--- src/rtl/rc4_prga_if.sv ---
// Shared S-box memory port, keystream stream and control handshake of the RC4 PRGA stage.
interface rc4_prga_if;
    logic        ksa_done;
    logic [15:0] ks_len;
    logic [7:0]  S_rd_addr;
    logic [7:0]  S_rd_data;
    logic [7:0]  S_addr_a;
    logic [7:0]  S_addr_b;
    logic        S_swap;
    logic [7:0]  ks_data;
    logic        ks_valid;
    logic        ks_ready;
    logic        prga_done;

    modport master (
        input  ksa_done, ks_len, S_rd_data, ks_ready,
        output S_rd_addr, S_addr_a, S_addr_b, S_swap, ks_data, ks_valid, prga_done
    );

    modport slave (
        output ksa_done, ks_len, S_rd_data, ks_ready,
        input  S_rd_addr, S_addr_a, S_addr_b, S_swap, ks_data, ks_valid, prga_done
    );
endinterface

--- src/rtl/rc4_prga.sv ---
// RC4 keystream generator: walks i/j over the shared S-box and streams ks_len bytes.
// Optional RC4_DROP_EN macro discards the first DROP_N generated bytes.
module rc4_prga #(
    parameter int unsigned DROP_N = 256
) (
    input  logic         clk,
    input  logic         rst,
    rc4_prga_if.master   io_bus
);
    localparam int unsigned BW = 8;
    localparam int unsigned CW = 16;

    typedef enum logic [3:0] {
        ST_IDLE, ST_I, ST_J, ST_JR, ST_SWAP, ST_T, ST_K, ST_OUT, ST_DONE
    } state_t;

    state_t        r_state, w_state_n;
    logic [BW-1:0] r_i, r_j, r_si, r_t;
    logic [BW-1:0] w_i_n, w_j_n, w_si_n, w_t_n;
    logic [CW-1:0] r_cnt, r_len, w_cnt_n, w_len_n;
    logic [BW-1:0] r_rd_addr, r_addr_a, r_addr_b, r_ks_data;
    logic [BW-1:0] w_rd_addr_n, w_addr_a_n, w_addr_b_n, w_ks_data_n;
    logic          r_swap, r_ks_valid, r_done;
    logic          w_swap_n, w_ks_valid_n, w_done_n;
    logic          w_drop_now;

`ifdef RC4_DROP_EN
    logic [CW-1:0] r_drop, w_drop_n;

    assign w_drop_now = (r_drop != '0);

    always_comb begin
        w_drop_n = r_drop;
        if (r_state == ST_IDLE && io_bus.ksa_done)
            w_drop_n = CW'(DROP_N);
        else if (r_state == ST_K && w_drop_now)
            w_drop_n = r_drop - CW'(1);
    end

    always_ff @(posedge clk) begin
        if (rst) r_drop <= '0;
        else     r_drop <= w_drop_n;
    end
`else
    localparam logic [CW-1:0] DropUnusedN = CW'(DROP_N);
    logic w_unused_drop;
    assign w_unused_drop = ^DropUnusedN;
    assign w_drop_now    = 1'b0;
`endif

    // Next state and datapath updates, then output lookahead keyed on the next state
    always_comb begin
        w_state_n    = r_state;
        w_i_n        = r_i;
        w_j_n        = r_j;
        w_si_n       = r_si;
        w_t_n        = r_t;
        w_cnt_n      = r_cnt;
        w_len_n      = r_len;
        w_ks_data_n  = r_ks_data;
        w_ks_valid_n = r_ks_valid;
        w_rd_addr_n  = r_rd_addr;
        w_addr_a_n   = r_addr_a;
        w_addr_b_n   = r_addr_b;
        w_swap_n     = 1'b0;
        w_done_n     = r_done;

        case (r_state)
            ST_IDLE: begin
                w_i_n   = '0;
                w_j_n   = '0;
                w_cnt_n = '0;
                if (io_bus.ksa_done) begin
                    w_len_n   = io_bus.ks_len;
                    w_state_n = (io_bus.ks_len == '0) ? ST_DONE : ST_I;
                end
            end
            ST_I: begin
                w_i_n     = r_i + BW'(1);
                w_state_n = ST_J;
            end
            ST_J: begin
                w_si_n    = io_bus.S_rd_data;
                w_j_n     = r_j + io_bus.S_rd_data;
                w_state_n = ST_JR;
            end
            ST_JR:   w_state_n = ST_SWAP;
            ST_SWAP: begin
                w_t_n     = r_si + io_bus.S_rd_data;
                w_state_n = ST_T;
            end
            ST_T:    w_state_n = ST_K;
            ST_K: begin
                w_ks_data_n = io_bus.S_rd_data;
                if (w_drop_now) begin
                    w_state_n = ST_I;
                end else begin
                    w_ks_valid_n = 1'b1;
                    w_state_n    = ST_OUT;
                end
            end
            ST_OUT: begin
                if (io_bus.ks_ready) begin
                    w_ks_valid_n = 1'b0;
                    w_cnt_n      = r_cnt + CW'(1);
                    w_state_n    = ((r_cnt + CW'(1)) == r_len) ? ST_DONE : ST_I;
                end
            end
            ST_DONE: w_state_n = ST_DONE;
            default: w_state_n = ST_IDLE;
        endcase

        // Outputs are registered, so they are computed for the state being entered
        case (w_state_n)
            ST_I:    w_rd_addr_n = w_i_n + BW'(1);
            ST_JR:   w_rd_addr_n = w_j_n;
            ST_SWAP: begin
                w_swap_n   = 1'b1;
                w_addr_a_n = w_i_n;
                w_addr_b_n = w_j_n;
            end
            ST_T:    w_rd_addr_n = w_t_n;
            ST_DONE: w_done_n    = 1'b1;
            default: ;
        endcase
    end

    always_ff @(posedge clk) begin
        if (rst) begin
            r_state    <= ST_IDLE;
            r_i        <= '0;
            r_j        <= '0;
            r_si       <= '0;
            r_t        <= '0;
            r_cnt      <= '0;
            r_len      <= '0;
            r_ks_data  <= '0;
            r_ks_valid <= 1'b0;
            r_rd_addr  <= '0;
            r_addr_a   <= '0;
            r_addr_b   <= '0;
            r_swap     <= 1'b0;
            r_done     <= 1'b0;
        end else begin
            r_state    <= w_state_n;
            r_i        <= w_i_n;
            r_j        <= w_j_n;
            r_si       <= w_si_n;
            r_t        <= w_t_n;
            r_cnt      <= w_cnt_n;
            r_len      <= w_len_n;
            r_ks_data  <= w_ks_data_n;
            r_ks_valid <= w_ks_valid_n;
            r_rd_addr  <= w_rd_addr_n;
            r_addr_a   <= w_addr_a_n;
            r_addr_b   <= w_addr_b_n;
            r_swap     <= w_swap_n;
            r_done     <= w_done_n;
        end
    end

    assign io_bus.S_rd_addr = r_rd_addr;
    assign io_bus.S_addr_a  = r_addr_a;
    assign io_bus.S_addr_b  = r_addr_b;
    assign io_bus.S_swap    = r_swap;
    assign io_bus.ks_data   = r_ks_data;
    assign io_bus.ks_valid  = r_ks_valid;
    assign io_bus.prga_done = r_done;
endmodule

--- src/flat_wrapper.sv ---
// flat-port wrapper written by rule: the top's interface ports become plain ports
module rc4_prga_flat 
#(
    parameter int unsigned DROP_N = 256
)
  (clk, rst, io_bus_ksa_done, io_bus_ks_len, io_bus_S_rd_data, io_bus_ks_ready, io_bus_S_rd_addr, io_bus_S_addr_a, io_bus_S_addr_b, io_bus_S_swap, io_bus_ks_data, io_bus_ks_valid, io_bus_prga_done);
  rc4_prga_if io_bus_i ();
  input  logic clk;
  input  logic rst;
  input wire logic [$bits(io_bus_i.ksa_done)-1:0] io_bus_ksa_done;
  input wire logic [$bits(io_bus_i.ks_len)-1:0] io_bus_ks_len;
  input wire logic [$bits(io_bus_i.S_rd_data)-1:0] io_bus_S_rd_data;
  input wire logic [$bits(io_bus_i.ks_ready)-1:0] io_bus_ks_ready;
  output wire logic [$bits(io_bus_i.S_rd_addr)-1:0] io_bus_S_rd_addr;
  output wire logic [$bits(io_bus_i.S_addr_a)-1:0] io_bus_S_addr_a;
  output wire logic [$bits(io_bus_i.S_addr_b)-1:0] io_bus_S_addr_b;
  output wire logic [$bits(io_bus_i.S_swap)-1:0] io_bus_S_swap;
  output wire logic [$bits(io_bus_i.ks_data)-1:0] io_bus_ks_data;
  output wire logic [$bits(io_bus_i.ks_valid)-1:0] io_bus_ks_valid;
  output wire logic [$bits(io_bus_i.prga_done)-1:0] io_bus_prga_done;
  assign io_bus_i.ksa_done = io_bus_ksa_done;
  assign io_bus_i.ks_len = io_bus_ks_len;
  assign io_bus_i.S_rd_data = io_bus_S_rd_data;
  assign io_bus_i.ks_ready = io_bus_ks_ready;
  assign io_bus_S_rd_addr = io_bus_i.S_rd_addr;
  assign io_bus_S_addr_a = io_bus_i.S_addr_a;
  assign io_bus_S_addr_b = io_bus_i.S_addr_b;
  assign io_bus_S_swap = io_bus_i.S_swap;
  assign io_bus_ks_data = io_bus_i.ks_data;
  assign io_bus_ks_valid = io_bus_i.ks_valid;
  assign io_bus_prga_done = io_bus_i.prga_done;
  rc4_prga #(.DROP_N(DROP_N)) u_core (.clk(clk), .rst(rst), .io_bus(io_bus_i));
endmodule
--- config.mk ---
export PLATFORM = sky130hd
export DESIGN_NAME = rc4_prga_flat
export DESIGN_NICKNAME = d
export VERILOG_FILES = /design/src/rtl/rc4_prga_if.sv /design/src/rtl/rc4_prga.sv /design/src/flat_wrapper.sv
export SDC_FILE = /design/constraint.sdc
export NUM_CORES = 1
export LEC_CHECK = 0
export ABC_AREA = 1
export BUFFER_PORTS_ARGS = -buffer_cell sky130_fd_sc_hd__buf_2
export CAP_MARGIN = 10
export CORE_UTILIZATION = 58
export DETAILED_ROUTE_END_ITERATION = 8
export GPL_TIMING_DRIVEN = 0
export PLACE_DENSITY = 0.8
export SETUP_SLACK_MARGIN = 0.15
export SYNTH_ARGS = -nofsm -noshare
export SYNTH_HDL_FRONTEND = slang
export SYNTH_SLANG_ARGS = --single-unit
--- constraint.sdc ---
create_clock -name clk -period 2.9 [get_ports clk]
set_input_delay 0.725 -clock clk [delete_from_list [all_inputs] [get_ports clk]]
set_output_delay 0.725 -clock clk [all_outputs]
set_load 0.05 [all_outputs]
==> results.md, run 1 <==
* Initial Utilization at 59.8%
* Vias at 5240
* Fill count at approximately 770
* RSZ-0062 raised after global routing: false
* Yosys reg bits at 99
* Final WL at 13.6 mm
* Port Buffer Count at 61
* Wire per inst at 14.2 um
* Cell count after synthesis at 767
* DRC viols at 0
* Hold Worst Slack at 465 ps
* Final Cycle Share at 89.4%
* Cell-internal power at 2.03 mW
* Clock-pin slew on the worst setup and hold paths at 100 ps
* Mapped cell area at roughly 0.0052 mm2
* Area contributors post-synth: dfxtp_1 38%, nand2_1 13%, nor2_1 7.0%
* Setup-failing EPs final at 0
* Share of cells above drive strength 1 at 11.5%
* Register Area at 0.00198 mm2
* Gr ovfl total at 0
* Status: finished, final reports clean
* Relative slew slack at 58.4%
* Num CTS Buffers at 9
* Startpoint types: input port
* Multi-input combinational cell area at 0.00281 mm2
* Clk sinks at 99
* Max Cap Viol at 0
* First-pass GRT wire length at roughly 22 mm
* Largest net degree at the start of global routing at 20
* P&R area growth vs syn at 12.3%
* Crit. End Element: flop
* Die width at between 90 and 100 um
* Slew Limit Fails at 0
* Place WS at -45.2 ps
* NetSw at 1.16 mW
* CP max FO at 4
* Die Height at 96.8 um
* Leakage at 2.67 nW
* Comb power frac at 24.9%
* Sequential area share after synthesis at 38.0%
* Total Power at approximately 3.2 mW
* Clock Latency Late Sink at approximately 380 ps
* Fin nets at 887
* Synth top area share at 38.0%
* Final Util at 67.2%
* Antenna violations before repair at 0
* Final setup margin at around 300 ps
* Net Sw Frac at 36.3%
* TritonCTS clock tree: built
* Flop pwr share at 47.3%
* Die area at 0.00937 mm2
* Top Ports at 63
* Row count at 34
* Worst Max-Slew Pin Slew at approximately 620 ps
* Most frequent cells in the layout: 175 x nand2_1, 98 x dfxtp_1, 97 x nor2_1, 85 x inv_1, 67 x a21oi_1
* Avg Inst Size Synth at slightly below 7 um2
* Max IR drop VDD at slightly above 400 uV
* Diode count at 0
* Clock Skew at 12.4 ps
* Hold Path Class: flop to flop
* Library cells used by synthesis at 33
* Fmax at 386 MHz
* Clock network fraction of design power at 27.7%
* Core Region at 0.00872 mm2
* Setup CP Type: input port to flop
* Max Buffers Root-to-Sink at 2
* H-tree levels at 3
* Commonest non-fill, non-tap cell in the layout: nand2_1
* Vias in the first global route at roughly 4.8k
* Dominant cell type by area after synthesis: dfxtp_1
* Dpl hpwl at 10.3 mm
* Remaining antenna violation count at 0
* Minimum clock period at 2590 ps
* DR pass1 iterations at 5
* Net Count, Synth at approximately 810
* Crit path arrival time at just under 3000 ps
* GPL Wtd Cong at around 0.9
* CTS root buf: clkbuf_8
* Vias per cell at 5.50
* Critical path data required time at 3210 ps
* Initial DRC Count at roughly 350
* Ys Warns at 0
* Pwr Density at 544 mW/mm2
* Final Hold Fails at 0
* Total GRT Usage at 29.0%
[cells in the mapped netlist]
master	instances
xnor2_1	5
xnor3_1	1
nand2_4	3
inv_1	85
dfxtp_1	99
nor3b_1	1
fa_1	2
o22ai_1	1
a31o_2	1
clkbuf_1	23
a41oi_1	1
nand2_1	175
nor4_1	2
nor2_4	3
a21o_1	1
nand4_1	12
nor2_2	4
or2_2	4
xor2_1	10
nor2_1	97
o211ai_1	8
nor3_1	4
ha_1	17
o21a_1	1
nand3b_1	9
inv_4	1
o21ai_0	61
mux2i_1	1
clkinv_1	3
o21bai_2	1
nand3_1	63
nand2_2	1
a21oi_1	67
[cells by family (layout without fill, tap and decap cells)]
group,count (synthesis),in the layout,synth area share (%)
simple gates,378,378,31.5
compound gates,142,142,14.4
buf+inv,112,190,8.11
flops,99,99,38.0
fa+ha+maj,19,19,4.85
xor+xnor,16,16,2.95
mux,1,1,0.192
[sequential cells by signal, summed over array words and instances (netlist names)]
name                     cells
u_core.r_cnt                16
u_core.r_t                   4
u_core.io_bus.S_rd_addr      8
u_core.io_bus.S_addr_a       8
u_core.io_bus.ks_valid       1
u_core.r_len                16
u_core.io_bus.S_addr_b       8
u_core.io_bus.S_swap         1
u_core.io_bus.prga_done      1
u_core.r_i                   8
u_core.io_bus.ks_data        8
u_core.r_j                   8
u_core.r_state               4
u_core.r_si                  8
[power groups by stage]
stage,clock network (mW),logic [mW],registers (mW)
final,0.883,0.795,1.51
after global routing,0.947,0.878,1.52
after CTS,0.894,0.793,1.51
after detailed placement,0,0.788,1.54
after global placement,0,0.772,1.54
after floorplan,0,0.451,1.66
[per-stage QoR]
step / instances / TNS, ps / instance area [um2]
after global placement: 936 / 0 / 5660
after global routing: 953 / 0 / 5860
after floorplan: 767 / 0 / 5220
after CTS: 952 / 0 / 5850
final: 953 / 0 / 5860
after detailed placement: 936 / -102 / 5660
[what timing repair did]
action,in CTS,in global routing
buffers inserted,0,1
hold endpoints to repair,0,0
endpoints found under the setup margin,0,4
hold buffers,0,0
gates resized for setup,0,1
[path summary, 6_finish.rpt]
| check | start | end | slack (ps) | cells past startpoint |
|---|---|---|---|---|
| min reg2reg | u_core.io_bus.ks_valid | u_core.io_bus.ks_valid | 470 | 2 |
| max | io_bus_S_rd_data[0] | u_core.io_bus.S_rd_addr[6] | 310 | 14 |
| min | u_core.io_bus.ks_valid | u_core.io_bus.ks_valid | 470 | 2 |
| max reg2reg | u_core.r_cnt[1] | u_core.io_bus.S_rd_addr[4] | 390 | 17 |
[per-layer routing]
metal | routed length, um | global-route usage, % | part of all wire [%] | up-vias
met5 | 0 | 0 | 0 | -
met4 | 425 | 11.6 | 3.1 | 0
met3 | 864 | 5.35 | 6.4 | 35
met2 | 6600 | 50.3 | 49 | 178
met1 | 5670 | 35.2 | 42 | 2388
li1 | - | - | - | 2639
[area by class of cell]
class                           instances  area share, %
Clock buffer                            9           2.11
Tap cell                              108           2.31
Timing Repair Buffer                   62           5.34
Sequential cell                        99           33.9
Inverter                               89           5.75
Clock inverter                          7           1.17
Buffer                                 23           1.47
Multi-Input combinational cell        556           48.0
[critical path: stages]
cell     delay, ps
buf_2          130
ha_1           230
fa_1           390
nand2_1         70
inv_1           50
o21a_1         180
o21ai_0        240
nand2_1         90
a21oi_1        160
xor2_1          80
or2_2          300
nand3_1         80
nand2_1         50
a21oi_1        110
Power figures use the tool's default switching activity.
==> run 2, diff against run 1 <==
Settings changed: CORE_ASPECT_RATIO set to 0.7, RECOVER_POWER set to 50.
==> run 2 against run 1 <==
  * Sequential cell count is the same
  * Combinational power grew 0.9%
  * Hold slack gained 12 ps
  * Critical path depth is the same
  * Die area is essentially flat
  * Global-route usage grew 4.4 points
  * Non-clock buffer count shrank 1
  * Final cell count grew 1.2%
  * Sequential share of layout area shrank 0.46 points
==> results.md, run 2 (synthesized netlist as in run 1, its figures left out) <==
* Post-CTS setup buffers at 0 (unchanged)
* Worst Max-Slew Pin Slew at 646 ps (+24.3 ps)
* Fin nets at 886 (-0.11%)
* Hold Worst Slack at 477 ps (+12.2 ps)
* Commonest non-fill, non-tap cell in the layout: nand2_1
* CP max FO at 4 (unchanged)
* P&R area growth vs syn at 13.9%
* Dpl hpwl at 11.1 mm (+7.6%)
* Wire per inst at 15.4 um (+8.3%)
* Max Cap Viol at 0 (unchanged)
* CP Depth at 14 (unchanged)
* Vias in the first global route at 4807 (-0.83%)
* First-pass GRT wire length at 23.5 mm (+7.3%)
* Clock Skew at 5.95 ps (-6.47 ps)
* DR pass1 iterations at 5 (unchanged)
* Gr ovfl total at 0 (unchanged)
* Final WL at 14.9 mm (+9.5%)
* CP max-delay cell: fa_1
* Initial DRC Count at 511 (+48%)
* TritonCTS clock tree: built
* Vias per cell at 5.59 (+1.7%)
* Critical R2R Capture: u_core.io_bus.S_rd_addr[1]
* Crit. Startpoint: io_bus_S_rd_data[0]
* Total GRT Usage at 33.4% (+4.4 points)
* Fill count at 744 (-3.6%)
* Critical path data required time at 3180 ps (-30 ps)
* Vias at 5389 (+2.8%)
* Die area at 0.00938 mm2 (about the same)
* Setup CP Type: input port to flop
* Num CTS Buffers at 9 (unchanged)
* Clk sinks at 99 (unchanged)
* Die Height at 81.3 um (-16%)
* CP peak stage delay at 410 ps (+20 ps)
* Share of cells above drive strength 1 at 7.82% (-3.7 points)
* Row count at 28 (-18%)
* Startpoint types: input port
* Final Cycle Share at 89.8% (+0.45 points)
* Top flop regs: u_core.r_cnt x16, u_core.r_len x16
* Crit path arrival time at 2890 ps (about the same)
* Relative slew slack at 56.9% (-1.5 points)
* Top Ports at 63 (unchanged)
* Worst Path Buf+Inv at 2 (unchanged)
* Leakage at 2.56 nW (-4.2%)
* Remaining antenna violation count at 0 (unchanged)
* Clock Latency Late Sink at 350 ps (-30 ps)
* GPL Wtd Cong at 0.969 (+7.2%)
* Core Region at 0.00858 mm2 (-1.6%)
* Antenna violations before repair at 0 (unchanged)
* Max Buffers Root-to-Sink at 2 (unchanged)
* H-tree levels at 3 (unchanged)
* Diode count at 0 (unchanged)
* CTS root buf: clkbuf_16
* CP delay by family, top: adder cells
* Minimum clock period at 2600 ps (+13.1 ps)
* Max IR drop VDD at 338 uV (-17%)
* Crit. End Element: flop
* Initial Utilization at 60.8% (+0.96 points)
* RSZ-0062 raised after global routing: false
* Die width at 115 um (+19%)
* DRC viols at 0 (unchanged)
* Min-delay src: u_core.r_len[7]
* Final setup TNS at 0 ps (unchanged)
* Final Hold Fails at 0 (unchanged)
* Cts hold-fix bufs at 0 (unchanged)
* Largest net degree at the start of global routing at 16 (-20%)
* Fmax at 384 MHz (-0.50%)
* Status: finished, final reports clean
* Hold Path Class: flop to flop
* Port Buffer Count at 61 (unchanged)
* Pwr Density at 595 mW/mm2 (+9.3%)
* Worst Reg2Reg Path Length in Cells at 18 (+1)
* Final Util at 69.2% (+2.1 points)
* R2R setup slack at 380 ps (about the same)
* Most frequent cells in the layout: 174 x nand2_1, 97 x nor2_1, 97 x dfxtp_1, 85 x inv_1, 66 x a21oi_1
* Top cell by count, worst path: nand2_1
* Critical R2R Launch: u_core.r_cnt[0]
* Clock-pin slew on the worst setup and hold paths at 70 ps (-30 ps)
* CP endpoint: u_core.io_bus.S_rd_addr[6]
* Setup-failing EPs final at 0 (unchanged)
* Critical path cell sequence: buf_2, ha_1, fa_1, nand2_1, inv_1, o21a_1, o21ai_2, nand2_1, a21oi_2, xor2_1, or2_2, nand3_1, nand2_1, a21oi_1
* Slew Limit Fails at 0 (unchanged)
## run 2: cell count changes in the layout (fill, tap and decap cells not counted), sizes merged
| cell | before | now |
|---|---|---|
| buf | 62 | 26 |
| bufinv | 0 | 1 |
| clkbuf | 32 | 69 |
| clkinvlp | 0 | 1 |
| inv | 90 | 86 |
## run 2: worst reg2reg max path: cells and delay by family, from the launching register on
family / cells / cell delay [ps]
AND/OR/NAND/NOR: 16 / 1800
flip-flops: 1 / 360
adder cells (fa/ha/maj): 1 / 200
buffers and inverters: 1 / 60
## run 2: per-stage QoR
stage	setup WS [ps]	area, um2	instances	power (mW)
6_report	295	5940	964	3.53
5_1_grt	154	5940	964	3.68
4_1_cts	177	5970	964	3.53
2_1_floorplan	317	5220	767	2.11
3_3_place_gp	-5.36	5670	948	2.30
3_5_place_dp	-96.4	5670	948	2.33
## run 2: timing repair
item / CTS / global route
hold endpoints to repair: 0 / 0
gates resized for setup: 0 / 8
endpoints found under the setup margin: 0 / 10
## run 2: area by class of cell
type                            instances  area [um2]  area share [%]
Clock buffer                           11         243            4.09
Clock inverter                          5        52.6           0.884
Tap cell                              120         150            2.53
Inverter                               89         337            5.66
Multi-Input combinational cell        556        2830            47.6
Sequential cell                        99        1980            33.4
Buffer                                 23        86.3            1.45
Timing Repair Buffer                   61         262            4.40
## run 2: routing by layer
metal  up-vias  wire length, um  GRT usage (%)
met2       232             6480           51.9
li1       2638                -              -
met3        20             1530           8.58
met1      2499             6680           46.3
met4         0              163           7.92
met5         -                0              0
## run 2: report_power, final
| part | switching (mW) | leakage, nW | internal (mW) |
|---|---|---|---|
| Sequential | 0.0542 | 0.806 | 1.46 |
| Combinational | 0.578 | 1.61 | 0.224 |
| Clock | 0.531 | 0.145 | 0.689 |
| Total | 1.16 | 2.56 | 2.37 |
## run 2: how the worst min path moves through the flow
stage / end / depth (start not counted)
after floorplan: u_core.r_len[5] / 2
after global placement: u_core.io_bus.prga_done / 2
after detailed placement: u_core.r_len[7] / 2
after CTS: u_core.r_len[7] / 2
after global routing: u_core.r_len[7] / 2
final: u_core.r_len[7] / 2
==> run 3, diff against run 2 <==
Settings changed: ABC_AREA 1 to unset.
==> run 3 against run 2 <==
  * Clock power about the same
  * Total power shrank 3.6%
  * Largest power group unchanged
  * Utilization up 3.2 points
  * Critical path type is now flop to flop
  * Synthesized cell count decreased by 15%
  * Global-route usage rose by 1.4 points
  * Critical path depth shrank 5
  * Non-clock buffer count up 34
  * Setup slack lost 100 ps
  * Die area shrank 1.6%
  * Cell area grew 3.8%
==> results.md, run 3 <==
* Cts hold-fix bufs at 0 (unchanged)
* Fill count at 679 (-8.7%)
* Comb power frac at 22.7% (about the same)
* NetSw at 1.17 mW (+0.43%)
* Slew Limit Fails at 0 (unchanged)
* Cell-internal power at 2.24 mW (-5.5%)
* Die area at 0.00923 mm2 (-1.6%)
* Sequential area share after synthesis at 37.1% (-0.93 points)
* Wire per inst at 18.5 um (+20%)
* Relative slew slack at 32.7% (-24 points)
* Dpl hpwl at 11.3 mm (+1.7%)
* Crit path arrival time at 2960 ps (+70 ps)
* Crit. End Element: flop
* Status: finished, final reports clean
* Minimum clock period at 2710 ps (+105 ps)
* Startpoint types: flop
* Largest net degree at the start of global routing at 20 (+4)
* Clock Latency Late Sink at 360 ps (about the same)
* H-tree levels at 3 (unchanged)
* Avg Inst Size Synth at 7.87 um2 (+16%)
* Vias in the first global route at 4635 (-3.6%)
* Net Sw Frac at 34.3% (+1.4 points)
* CTS root buf: clkbuf_16
* Max IR drop VDD at 363 uV (+7.4%)
* Setup CP Type: flop to flop
* Clock network fraction of design power at 34.9% (+0.4 points)
* DRC viols at 0 (unchanged)
* Setup-failing EPs final at 0 (unchanged)
* GPL Wtd Cong at 0.900 (-7.1%)
* Top Ports at 63 (unchanged)
* Die Height at 80.7 um (-0.80%)
* Vias at 5357 (-0.59%)
* Synth top area share at 37.1% (-0.93 points)
* Dominant cell type by area after synthesis: dfxtp_1
* Vias per cell at 6.19 (+11%)
* Placed inst area at 0.00559 mm2 (-1.5%)
* Mapped cell area at 0.00513 mm2 (-1.6%)
* Worst Max-Slew Pin Slew at 1000 ps (+356 ps)
* Register Area at 0.00191 mm2 (-3.7%)
* Max Buffers Root-to-Sink at 2 (unchanged)
* Ys Warns at 0 (unchanged)
* Ys async rst share at 0% (unchanged)
* Port Buffer Count at 61 (unchanged)
* Top-count cell post-synth: nand2_1
* Pwr Density at 552 mW/mm2 (-7.1%)
* Fin nets at 788 (-11%)
* Yosys reg bits at 95 (-4.0%)
* TritonCTS clock tree: built
* Ys flop type: dfxtp_1
* Remaining antenna violation count at 0 (unchanged)
* Total Power at 3.41 mW (-3.6%)
* Top flop regs: u_core.r_cnt x16, u_core.r_len x16
* Share of cells above drive strength 1 at 14.2% (+6.4 points)
* Clock-pin slew on the worst setup and hold paths at 80 ps (about the same)
* Fmax at 369 MHz (-3.9%)
* Initial Utilization at 60.3% (-0.50 points)
* Post-synth EDFFs at 0 (unchanged)
* Area contributors post-synth: dfxtp_1 37%, nand2_1 9.7%, a21oi_1 7.7%
* Net Count, Synth at 699 (-14%)
* Total GRT Usage at 34.8% (+1.4 points)
* Hold Path Class: flop to flop
* Cell count after synthesis at 652 (-15%)
* Die width at 114 um (-0.81%)
* Flop pwr share at 42.4% (-0.4 points)
* DR pass1 iterations at 5 (unchanged)
* Final WL at 16.1 mm (+8.1%)
* Critical path data required time at 3150 ps (-30 ps)
* Clk sinks at 95 (-4.0%)
* Clock Skew at 12.9 ps (+6.99 ps)
* RSZ-0062 raised after global routing: true
* Multi-input combinational cell area at 0.00318 mm2 (+13%)
* Num CTS Buffers at 9 (unchanged)
* Gr ovfl total at 0 (unchanged)
* Synth cell count leaders: 133 x nand2_1, 95 x dfxtp_1, 79 x a21oi_1
* Final Cycle Share at 93.4% (+3.6 points)
* Most frequent cells in the layout: 133 x nand2_1, 91 x dfxtp_1, 78 x a21oi_1, 65 x clkbuf_1, 48 x nor2_1
* Leakage at 2.43 nW (-5.0%)
* Core Region at 0.00851 mm2 (-0.82%)
* Diode count at 0 (unchanged)
* Antenna violations before repair at 0 (unchanged)
* Commonest non-fill, non-tap cell in the layout: nand2_1
* P&R area growth vs syn at 20.3%
* CP max FO at 8 (+4)
* Max Cap Viol at 0 (unchanged)
* Initial DRC Count at 577 (+13%)
* Row count at 28 (unchanged)
* Final Hold Fails at 0 (unchanged)
* First-pass GRT wire length at 24.0 mm (+2.1%)
* Final instance area at 0.00617 mm2 (+3.8%)
* Library cells used by synthesis at 64 (+94%)
## run 3: cell count changes after synthesis, sizes merged, moves of 10 or more
cell | previous run | this run
xnor2 | 5 | 17
nand3 | 63 | 15
buf | 0 | 10
a21oi | 67 | 79
inv | 86 | 11
nor3 | 4 | 18
nor2 | 104 | 49
o21ai | 61 | 23
nand2 | 179 | 133
xor2 | 10 | 20
## run 3: cells by family (layout without fill, tap and decap cells)
logic type,after synthesis,after routing,share of synthesized area [%]
compound gates,168,168,20.8
fa+ha+maj,19,19,4.93
simple gates,277,277,25.8
xor+xnor,37,37,6.32
buf+inv,52,146,4.24
mux,4,4,0.805
flops,95,95,37.1
## run 3: path summary, 6_finish.rpt
path	start	endpoint	slack, ps	cells past startpoint
setup / recovery	u_core.r_cnt[0]	u_core.io_bus.S_rd_addr[4]	190	9
hold / removal	u_core.io_bus.S_addr_a[6]	u_core.io_bus.S_addr_a[6]	460	2
setup reg to reg	u_core.r_cnt[0]	u_core.io_bus.S_rd_addr[4]	190	9
hold reg to reg	u_core.io_bus.S_addr_a[6]	u_core.io_bus.S_addr_a[6]	460	2
## run 3: per-layer routing
layer  up-vias  wire length [um]  track usage (%)
met5         -                 0                0
met1      2525              7100             50.3
li1       2483                 -                -
met4         0               219             10.1
met3        21              1980             9.36
met2       328              6760             49.9
## run 3: power groups by stage
stage                     sequential (mW)  clock (mW)  combinational [mW]
after floorplan                      1.56           0               0.425
after global placement               1.47           0               0.696
after detailed placement             1.47           0               0.720
after CTS                            1.44        1.20               0.746
after global routing                 1.45        1.24               0.827
final                                1.45        1.19               0.773
## run 3: through the flow
step	std cells	hold WS [ps]	util [%]	TNS (ps)	setup slack, ps
floorplan	652	440	-	0	307
global placement	833	442	65.6	-1210	-162
detailed placement	833	447	65.6	-1430	-205
CTS	857	459	70.8	0	150
global route	866	485	72.5	0	83.1
finish	866	459	72.5	0	191
## run 3: layout make-up
type / instances / share of cell area (%)
clock buffers: 9 / 3.65
clock inverters: 7 / 1.10
multi-input cells: 505 / 51.6
plain buffers: 40 / 3.22
inverters: 12 / 0.730
flip-flops and latches: 95 / 31.0
repair buffers: 78 / 6.29
well taps: 120 / 2.43
## run 3: timing repair
action,CTS,global route
resized for setup,23,30
pin swaps,9,14
cloned,1,0
setup endpoints to repair,8,8
setup buffers,7,9
## run 3: worst max-delay path, cell delays in order, from the launching register on
cell	delay (ps)
dfxtp_4	410
ha_4	150
buf_6	120
nand3_4	140
nor4_1	670
a2111oi_2	150
nand4_2	150
o31a_1	360
nor2_1	70
o311a_1	360
